[src/rtl/ifetch_pkg.sv]
// Shared types and constants for the instruction-fetch responder and its helpers.
package ifetch_pkg;

  typedef enum logic [1:0] {
    ST_IDLE  = 2'd0,
    ST_BUSY  = 2'd1,
    ST_DRAIN = 2'd2
  } ifetch_state_e;

  localparam logic [31:0] NOP_INSTR = 32'h0000_0013;

  // Fault causes for the trap unit; the fetch side only flags instr_fault today.
  localparam logic [1:0] FAULT_NONE     = 2'd0;
  localparam logic [1:0] FAULT_MISALIGN = 2'd1;
  localparam logic [1:0] FAULT_TIMEOUT  = 2'd2;

  function automatic logic is_aligned(input logic [31:0] pc);
    return (pc[1:0] == 2'b00);
  endfunction

endpackage

[src/rtl/fetch_timer.sv]
// Saturating wait counter; expired flags the last permitted cycle of a bus wait.
module fetch_timer #(
  parameter int TIMEOUT = 16,
  localparam int CW = $clog2(TIMEOUT + 1)
) (
  input  logic clk,
  input  logic rst_n,
  input  logic clear,
  input  logic enable,
  output logic expired
);

  logic [CW-1:0] r_count;
  logic          w_at_limit;

  assign w_at_limit = (r_count == CW'(TIMEOUT - 1));
  assign expired    = w_at_limit;

  always_ff @(posedge clk or negedge rst_n) begin
    if (!rst_n) begin
      r_count <= '0;
    end else if (clear) begin
      r_count <= '0;
    end else if (enable && !w_at_limit) begin
      r_count <= r_count + CW'(1);
    end
  end

endmodule

[src/rtl/ifetch_resp.sv]
// Fetch responder: turns PC-stage requests into handshaked memory beats and
// returns the instruction (or a NOP fault) to decode, stalling the PC meanwhile.
module ifetch_resp
  import ifetch_pkg::*;
#(
  parameter int          TIMEOUT = 16,
  parameter logic [31:0] NOP     = NOP_INSTR
) (
  input  logic        clk,
  input  logic        rst_n,
  input  logic [31:0] fetch_pc,
  input  logic        fetch_req,
  input  logic        flush,
  output logic        fetch_stall,
  output logic        mem_req,
  output logic [29:0] mem_addr,
  input  logic        mem_ack,
  input  logic [31:0] mem_rdata,
  output logic [31:0] instr,
  output logic [31:0] instr_pc,
  output logic        instr_valid,
  output logic        instr_fault
);

  ifetch_state_e r_state;
  logic [31:0]   r_pc;
  logic          r_mem_req;
  logic [29:0]   r_mem_addr;
  logic [31:0]   r_instr;
  logic [31:0]   r_instr_pc;
  logic          r_instr_valid;
  logic          r_instr_fault;

  logic w_idle;
  logic w_busy;
  logic w_drain;
  logic w_accept;
  logic w_misalign;
  logic w_expired;
  logic w_timer_en;

  assign w_idle     = (r_state == ST_IDLE);
  assign w_busy     = (r_state == ST_BUSY);
  assign w_drain    = (r_state == ST_DRAIN);
  assign w_accept   = w_idle && fetch_req && is_aligned(fetch_pc) && !flush;
  assign w_misalign = w_idle && fetch_req && !is_aligned(fetch_pc) && !flush;
  // The wait budget spans BUSY and DRAIN together, so a flush does not restart it.
  assign w_timer_en = (w_busy || w_drain) && !mem_ack;

  fetch_timer #(
    .TIMEOUT (TIMEOUT)
  ) u_timer (
    .clk     (clk),
    .rst_n   (rst_n),
    .clear   (w_accept),
    .enable  (w_timer_en),
    .expired (w_expired)
  );

  assign fetch_stall = w_accept || (w_busy && !mem_ack) || w_drain;

  always_ff @(posedge clk or negedge rst_n) begin
    if (!rst_n) begin
      r_state       <= ST_IDLE;
      r_pc          <= '0;
      r_mem_req     <= 1'b0;
      r_mem_addr    <= '0;
      r_instr       <= NOP;
      r_instr_pc    <= '0;
      r_instr_valid <= 1'b0;
      r_instr_fault <= 1'b0;
    end else begin
      r_instr_valid <= 1'b0;
      case (r_state)
        ST_IDLE: begin
          if (w_accept) begin
            r_pc       <= fetch_pc;
            r_mem_addr <= fetch_pc[31:2];
            r_mem_req  <= 1'b1;
            r_state    <= ST_BUSY;
          end else if (w_misalign) begin
            r_instr       <= NOP;
            r_instr_pc    <= fetch_pc;
            r_instr_valid <= 1'b1;
            r_instr_fault <= 1'b1;
          end
        end
        ST_BUSY: begin
          // Ack wins over flush and timeout; a flushed ack just drops the data.
          if (mem_ack) begin
            r_mem_req <= 1'b0;
            r_state   <= ST_IDLE;
            if (!flush) begin
              r_instr       <= mem_rdata;
              r_instr_pc    <= r_pc;
              r_instr_valid <= 1'b1;
              r_instr_fault <= 1'b0;
            end
          end else if (flush) begin
            r_state <= ST_DRAIN;
          end else if (w_expired) begin
            r_instr       <= NOP;
            r_instr_pc    <= r_pc;
            r_instr_valid <= 1'b1;
            r_instr_fault <= 1'b1;
            r_mem_req     <= 1'b0;
            r_state       <= ST_IDLE;
          end
        end
        ST_DRAIN: begin
          if (mem_ack || w_expired) begin
            r_mem_req <= 1'b0;
            r_state   <= ST_IDLE;
          end
        end
        default: begin
          r_mem_req <= 1'b0;
          r_state   <= ST_IDLE;
        end
      endcase
    end
  end

  assign mem_req     = r_mem_req;
  assign mem_addr    = r_mem_addr;
  assign instr       = r_instr;
  assign instr_pc    = r_instr_pc;
  assign instr_valid = r_instr_valid;
  assign instr_fault = r_instr_fault;

endmodule

[config.mk]
export PLATFORM = sky130hd
export DESIGN_NAME = ifetch_resp
export DESIGN_NICKNAME = d
export VERILOG_FILES = /design/src/rtl/ifetch_pkg.sv /design/src/rtl/fetch_timer.sv /design/src/rtl/ifetch_resp.sv
export SDC_FILE = /design/constraint.sdc
export NUM_CORES = 1
export LEC_CHECK = 0
export ABC_CLOCK_PERIOD_IN_PS = 2600
export CORE_ASPECT_RATIO = 1.2
export CORE_MARGIN = 2
export CORE_UTILIZATION = 47
export DETAILED_ROUTE_END_ITERATION = 16
export PLACE_DENSITY = 0.8
export SLEW_MARGIN = 20
export SYNTH_ARGS = -nofsm -noshare
export SYNTH_HDL_FRONTEND = slang
export SYNTH_HIERARCHICAL = 1
export SYNTH_SLANG_ARGS = --single-unit
[constraint.sdc]
create_clock -name clk -period 2.6 [get_ports clk]
set_input_delay 0.65 -clock clk [delete_from_list [all_inputs] [get_ports clk]]
set_output_delay 0.65 -clock clk [all_outputs]
set_load 0.02 [all_outputs]
Word level (Yosys, flattened, before mapping)
Index checks and enable logic that the tools add are counted.

word-level totals
  output and inout bits = 98
  word-level logic and storage cells = 87
  register bits after elaboration = 136

operators by class
  equal/unequal tests = 11
  multiplexer cells = 42
  reduce and logical (&&, ||, !) cells = 24
  add/sub/neg operators = 1

operator list
  cell                                            count
  2-to-1 mux 32 bit                               12
  one-hot mux 32 bit (2 select lines)             2
  2-to-1 mux 1 bit                                17
  2-to-1 mux 2 bit                                5
  2-to-1 mux 5 bit                                2
  logical AND 1 bit                               8
  != test 2 x 1 -> 1 bit (second input constant)  3
  one-hot mux 2 bit (3 select lines)              1
  adder 5 x 1 -> 5 bit (second input constant)    1
  == test 5 x 4 -> 1 bit (second input constant)  1
  AND reduction 5 bit                             1
  zero test 1 bit                                 4
  zero test 2 bit                                 2
  logical OR 1 bit                                4
  != test 2 bit (second input constant)           2
  != test 4 x 3 -> 1 bit (second input constant)  1
  one-hot mux 1 bit (2 select lines)              2
  AND reduction 4 bit                             1
  nonzero test 2 bit                              2
  != test 3 x 2 -> 1 bit (second input constant)  1
  != test 3 bit (second input constant)           1
  one-hot mux 1 bit (3 select lines)              1
  AND reduction 3 bit                             1
  == test 2 x 1 -> 1 bit (second input constant)  1
  2 further kinds                                 2

Logic depth before layout (Yosys ltp)
Gate-level depths: netlist of run 1.

  depth in word-level cells = 7
  gate-level depth with buffers = 9
  mapped depth without buffers = 7

Hierarchy
Netlist of run 1, hierarchy kept.

by module, submodules not included
  module       times used  cells an instance  sequential area each (sq um)  area an instance (sq um)
  ifetch_resp  1           412                2531.2                        4928.5
  fetch_timer  1           23                 125.1                         260.2

Worst setup path before layout of run 1
OpenSTA, ideal clock, no wires.

  kind = input to output
  start point = input flush
  end point = output fetch_stall
  data arrival time = 1.501 ns
  cell stages on the path = 5
  setup slack = 0.449 ns
  data required time = 1.950 ns
  path through = nand3b_1 or3_1 buf_2 inv_2 or3_1

on the way
  word-level cells in the longest chain between the ends = 4

RTL lines
  what                            line               source
  start, declared                 ifetch_resp.sv:13  input logic flush,
  zero test 1 bit                 -
  logical AND 1 bit               ifetch_resp.sv:45  assign w_accept = w_idle && fetch_req && is_aligned(fetch_pc) && !flush;
  logical OR 1 bit (2 in series)  ifetch_resp.sv:60  assign fetch_stall = w_accept || (w_busy && !mem_ack) || w_drain;
  end, declared                   ifetch_resp.sv:14  output logic fetch_stall,

No other way between the ends.

Worst setup path after layout of run 1
  start point = register r_state[0]
  end point = output fetch_stall

on the way
  word-level cells in the longest chain between the ends = 6

RTL lines
  what                             line               source
  start, declared                  ifetch_resp.sv:25  ifetch_state_e r_state;
  start signal, assigned           ifetch_resp.sv:64  r_state <= ST_IDLE;
  start signal, assigned           ifetch_resp.sv:80  r_state <= ST_BUSY;
  start signal, assigned           ifetch_resp.sv:92  r_state <= ST_IDLE;
  zero test 2 bit                  ifetch_resp.sv:42  assign w_idle = (r_state == ST_IDLE);
  net w_idle                       ifetch_resp.sv:34  logic w_idle;
  logical AND 1 bit (3 in series)  ifetch_resp.sv:45
  logical OR 1 bit (2 in series)   ifetch_resp.sv:60

The timed path passes the listed nets, and every way through them passes these cells.

==> results of run 1 <==
cell families (layout without fill, tap and decap cells):
| kind of cell | Yosys count | in the layout |
|---|---|---|
| AND/OR/NAND/NOR | 148 | 148 |
| multiplexers | 99 | 99 |
| adder cells (fa/ha/maj) | 5 | 5 |
| buffers and inverters | 62 | 208 |
| AO/OA/AOI/OAI | 13 | 13 |
| flip-flops | 106 | 106 |
| XOR/XNOR | 2 | 2 |
registers in the layout, indices dropped and copies added, names as in the netlist:
register	flops
instr	32
instr_fault	1
instr_pc	32
instr_valid	1
mem_req	1
r_pc	32
r_state	2
u_timer/r_count	5
what timing repair did:
action                     4_1_cts  5_1_grt
setup endpoints to repair        1        1
pin swaps                        0        2
gates resized for setup          5        5
hold buffers                     0        0
worst max-delay path, stage by stage, from the launching register on:
cell and delay, ns:
dfrtp_1 0.41, inv_1 0.10, ha_1 0.20, nand3b_1 0.12, or3_4 0.41, inv_2 0.07
or3_4 0.12, buf_6 0.11
layer usage:
layer	vias to the layer above	global-route usage	share of wire
met5	-	0	0
li1	1705	-	-
met1	1795	0.261	0.41
met3	16	0.0616	0.071
met2	122	0.353	0.50
met4	0	0.0599	0.014
placed cells by master (no fill, tap or decap), drive strengths merged:
| cell type | synthesis | final |
|---|---|---|
| dlymetal6s2s | 0 | 2 |
| dfstp | 3 | 3 |
| a311o | 1 | 1 |
| nor2 | 12 | 12 |
| a211oi | 1 | 1 |
| or3 | 2 | 2 |
| nand3b | 2 | 2 |
| clkbuf | 10 | 11 |
| o21ai | 4 | 4 |
| nor2b | 4 | 4 |
| a21bo | 1 | 1 |
| nand2b | 3 | 3 |
| bufinv | 0 | 1 |
| nand4 | 1 | 1 |
| o21a | 1 | 1 |
| and2b | 1 | 1 |
| inv | 8 | 9 |
| and2 | 2 | 2 |
| clkinv | 0 | 2 |
| ha | 5 | 5 |
| xnor2 | 1 | 1 |
| mux2 | 95 | 95 |
| buf | 44 | 20 |
| a21oi | 2 | 2 |
| mux2i | 4 | 4 |
| clkdlybuf4s50 | 0 | 162 |
| nand2 | 91 | 91 |
| dfrtp | 103 | 103 |
| o31ai | 1 | 1 |
| a22oi | 1 | 1 |
| o22a | 1 | 1 |
| and3 | 30 | 30 |
| clkinvlp | 0 | 1 |
| xor2 | 1 | 1 |
where the power goes:
group / leakage (nW) / internal, mW / total (mW) / switching [mW]
Combinational: 2.02 / 2.20 / 4.02 / 1.82
Sequential: 1.34 / 2.25 / 2.66 / 0.415
Clock: 0.152 / 0.803 / 1.40 / 0.599
Total: 3.51 / 5.25 / 8.08 / 2.83
final timing paths:
check / startpoint / end / slack (ns)
min in group clk: instr[4]$_DFFE_PN1P_ / instr[4]$_DFFE_PN1P_ / 0.47
hold reg to reg: instr[4]$_DFFE_PN1P_ / instr[4]$_DFFE_PN1P_ / 0.47
setup / recovery: r_state[0]$_DFFE_PN0P_ / fetch_stall / 0.08
setup reg to reg: r_state[0]$_DFFE_PN0P_ / u_timer/r_count[3]$_DFFE_PN0P_ / 0.28
max in group asynchronous: rst_n / instr_pc[31]$_DFFE_PN0P_ / 1.52
hold / removal: rst_n / instr[14]$_DFFE_PN0P_ / 0.27
stage by stage:
step / hold WS [ns] / worst slack (ns)
after floorplan: 0.354 / 0.449
after detailed placement: 0.466 / -0.430
after global routing: 0.311 / 0.0143
after global placement: 0.456 / -0.382
final: 0.272 / 0.0789
after CTS: 0.283 / 0.00678
final cells by class:
class	instances	area, um2
Fill cell	797	3700
Sequential cell	106	2660
Multi-Input combinational cell	267	2150
Timing Repair Buffer	184	1860
Clock buffer	11	253
Tap cell	132	165
Clock inverter	5	60.1
Inverter	8	30.0
==> qor.yml, run 1 <==
status: "finished clean"
period_share: 0.970
netlist_area_mm2: 0.00519
cts_setup_buffers: 0
worst_ep_arrival_time_ns: 1.87
ys_seq_area_frac: 0.512
cap_violations: 0
yosys-top-cells-area: "dfrtp_1, mux2_4, mux2_2, nand2_1, buf_4"
power_mw: 8.08
max_slew_margin: 0.662
rows: 42
yosysWarnings: 6
finClkSkew_ns: 0.0110
synthTopCellsByCount: "dfrtp_1, nand2_1, mux2_2, mux2_4"
gp_congestion: 0.802
setup_viol: 0
place_area_mm2: 0.00685
synth.distinct_cells: 37
h-tree-depth: 3
synth_top_family_by_area: "multiplexers"
clock-sinks: 106
synth_adder_area_share: 0.0121
synth.most_common_cell: "dfrtp_1"
grt_pass1_vias: 4039
synth_edf_count: 0
die_w_um: 99.9
drc: 0
core_area_mm2: 0.0109
cts_buffer_depth: 2
port_buffers: 166
die_h_um: 119
grt_setup_unrepaired: "no"
initial_core_util: 0.477
synth-xor-area-share: 0.00338
syn-num-nets: 509
grt_pass1_wl_um: 20100
cp-end-kind: "primary output"
antennaDiodeCount: 0
viasPerCell: 5.10
syn_avg_cell_area_um2: 11.9
grt_max_degree: 43
dp.cells: 697
num_io_pins: 167
ys_seq_elements: 106
fin_setup_tns_ns: 0
min_period_ns: 2.52
stdcell_count: 713
antenna_left: 0
area_delta_synth_final_pct: 38.4
rr_worst_depth: 8
ir_worst_vdd_v: 0.000474
dieArea_mm2: 0.0119
clk_latency_ns: 0.34
path_class: "register to primary output"
drt_iter0_markers: 112
powerDensity_mw_per_mm2: 1130
fin_util: 0.660
cts_tree: "done"
p_leak_nw: 3.51
drive_above_1_share: 0.239
yosysTopAreaCellShare: 0.497
hpwl_um: 8790
synth_top_flop_cell: "dfrtp_1"
routed_wl_um: 12100
wl_per_cell_um: 17.0
synth_compound_area_frac: 0.0171
min_path_type: "input pin to asynchronous set/reset pin"
final-max-slew-violation-count: 0
grt.overflow.total: 0
path_clk_slew_ns: 0.07
crit_fanout: 3
startpoint_type: "register"
nets: 650
synthMuxAreaShare: 0.248
track_usage: 0.209
tightest_slew_ns: 0.507
synth_cells: 435
dr.pass1.iters: 4
cts_buffers: 9
cts_root_buf: "clkbuf_16"
antenna_found_initial: 0
synthArstFlopShare: 1.00
vias: 3638
synth_area_leader_cell: "dfrtp_1"
synthSimpleGateAreaFrac: 0.131
finalHoldViolCount: 0
stdcell_area_mm2: 0.00718
fmax_mhz: 397
required_ns: 1.95
No activity file was read; power rests on OpenSTA's default activity.
==> run 2, diff against run 1 <==
--- a/config.mk
+++ b/config.mk
@@ -7,10 +7,11 @@
 export LEC_CHECK = 0
 export ABC_CLOCK_PERIOD_IN_PS = 2600
 export CORE_ASPECT_RATIO = 1.2
-export CORE_MARGIN = 2
-export CORE_UTILIZATION = 47
+export CORE_MARGIN = 5
+export CORE_UTILIZATION = 50
 export DETAILED_ROUTE_END_ITERATION = 16
-export PLACE_DENSITY = 0.8
+export DONT_BUFFER_PORTS = 1
+export PLACE_DENSITY = 0.64
 export SLEW_MARGIN = 20
 export SYNTH_ARGS = -nofsm -noshare
 export SYNTH_HDL_FRONTEND = slang
==> qor.yml, run 2 (synthesis gave the netlist of run 1 again) <==
period_share: 0.932
cts_buffer_depth: 2
status: "finished clean"
port_buffers: 0
drc: 0
drt_iter0_markers: 75
wl_per_cell_um: 20.9
nets: 476
antenna_found_initial: 0
initial_core_util: 0.513
finClkSkew_ns: 0.00744
clk_latency_ns: 0.34
layout_commonest_cell: "dfrtp_1"
slowest_delay_ns: 0.41
grt_max_degree: 72
routed_wl_um: 11100
num_io_pins: 167
crit_fanout: 6
core_area_mm2: 0.0101
antenna_left: 0
grt_pass1_wl_um: 17500
cts_root_buf: "clkbuf_16"
place_area_mm2: 0.00506
required_ns: 1.95
min_path_type: "input pin to asynchronous set/reset pin"
r2r_start: "r_state[1]$_DFFE_PN0P_"
die_w_um: 103
area_delta_synth_final_pct: 4.49
p_leak_nw: 2.80
final-max-slew-violation-count: 0
grt.overflow.total: 0
dr.pass1.iters: 4
drive_above_1_share: 0.305
crit_chain: "inv_1 -> ha_2 -> nand3b_1 -> or3_1 -> inv_2 -> or3_4"
gp_congestion: 0.729
cp.buffers_inverters: 2
max_slew_margin: 0.712
min_period_ns: 2.42
viasPerCell: 5.58
critPathLaunch: "r_state[0]$_DFFE_PN0P_"
setup_viol: 0
fin_setup_tns_ns: 0
finalHoldViolCount: 0
track_usage: 0.181
cts_tree: "done"
rows: 40
vias: 2973
dieArea_mm2: 0.0125
cap_violations: 0
stdcell_area_mm2: 0.00542
critical-path-top-delay-family: "simple AND/OR/NAND/NOR gates"
cts_buffers: 9
startpoint_type: "register"
powerDensity_mw_per_mm2: 1240
worst_ep_arrival_time_ns: 1.77
h-tree-depth: 3
path_clk_slew_ns: 0.07
fin_util: 0.536
clock-sinks: 106
layout_common_cells: "dfrtp_1, nand2_1, mux2_4, mux2_2, and3_1"
ir_worst_vdd_v: 0.000454
die_h_um: 122
critPathSlowestCell: "dfrtp_1"
cp-end-kind: "primary output"
grt_pass1_vias: 3143
antennaDiodeCount: 0
grt_setup_unrepaired: "no"
fmax_mhz: 413
path_class: "register to primary output"
hpwl_um: 7450
tightest_slew_ns: 0.432
cts_setup_buffers: 0
[run 2: metrics by stage]
step                      hold WS (ns)  worst slack [ns]  instances  power (mW)
final                            0.132             0.177        533        6.74
after global routing             0.119            0.0647        533        7.14
after CTS                        0.129            0.0230        533        6.81
after detailed placement         0.357             0.283        514        5.40
after global placement           0.358             0.301        514        5.32
after floorplan                  0.354             0.449        435        5.30
[run 2: routing by layer]
| metal | global-route usage | part of all wire | vias to the layer above |
|---|---|---|---|
| met1 | 0.215 | 0.39 | 1479 |
| met5 | 0 | 0 | - |
| met4 | 0.0575 | 0.018 | 0 |
| li1 | - | - | 1359 |
| met3 | 0.0945 | 0.12 | 15 |
| met2 | 0.284 | 0.48 | 120 |
[run 2: report_power, final]
part           leakage [nW]  switching, mW  internal [mW]  total (mW)
Clock                 0.137          0.573          0.776        1.35
Sequential             1.34           1.20           2.24        3.44
Combinational          1.32          0.832           1.13        1.96
[run 2: timing repair]
action                                 CTS  global route
gates resized for setup                  0             2
endpoints found under the hold margin   71             0
setup endpoints to repair                0             1
hold buffers                             3             0
[run 2: layout make-up]
type	count	area [um2]
sequential	106	2660
clock inverter	2	37.5
tap	126	158
timing repair buffer	10	135
multi-input combinational	267	2150
clock buffer	14	254
fill	839	4690
inverter	8	30.0
[run 2: worst register-to-register path: cells and delay by family, from the launching register on]
| kind | cells | cell delay, ns |
|---|---|---|
| adder cells (fa/ha/maj) | 1 | 0.42 |
| AND/OR/NAND/NOR | 1 | 0.27 |
| flip-flops | 1 | 0.40 |
| AO/OA/AOI/OAI | 2 | 0.48 |
| multiplexers | 1 | 0.35 |
| buffers and inverters | 2 | 0.30 |
[run 2: worst paths after layout]
| check | endpoint | slack, ns | cells after the start |
|---|---|---|---|
| max in group asynchronous | instr_pc[20]$_DFFE_PN0P_ | 1.68 | 1 |
| max | fetch_stall | 0.18 | 6 |
| min reg2reg | r_pc[1]$_DFFE_PN0P_ | 0.48 | 1 |
| min in group clk | r_pc[9]$_DFFE_PN0P_ | 0.41 | 2 |
| max reg2reg | instr[28]$_DFFE_PN0P_ | 0.25 | 7 |
| min | instr_pc[8]$_DFFE_PN0P_ | 0.13 | 1 |
==> run 3, diff against run 2 <==
--- a/config.mk
+++ b/config.mk
@@ -6,6 +6,7 @@
 export NUM_CORES = 1
 export LEC_CHECK = 0
 export ABC_CLOCK_PERIOD_IN_PS = 2600
+export CAP_MARGIN = 25
 export CORE_ASPECT_RATIO = 1.2
 export CORE_MARGIN = 5
 export CORE_UTILIZATION = 50
==> results of run 3 <==
Final layout, timing and power as in run 2 (identical DEF).
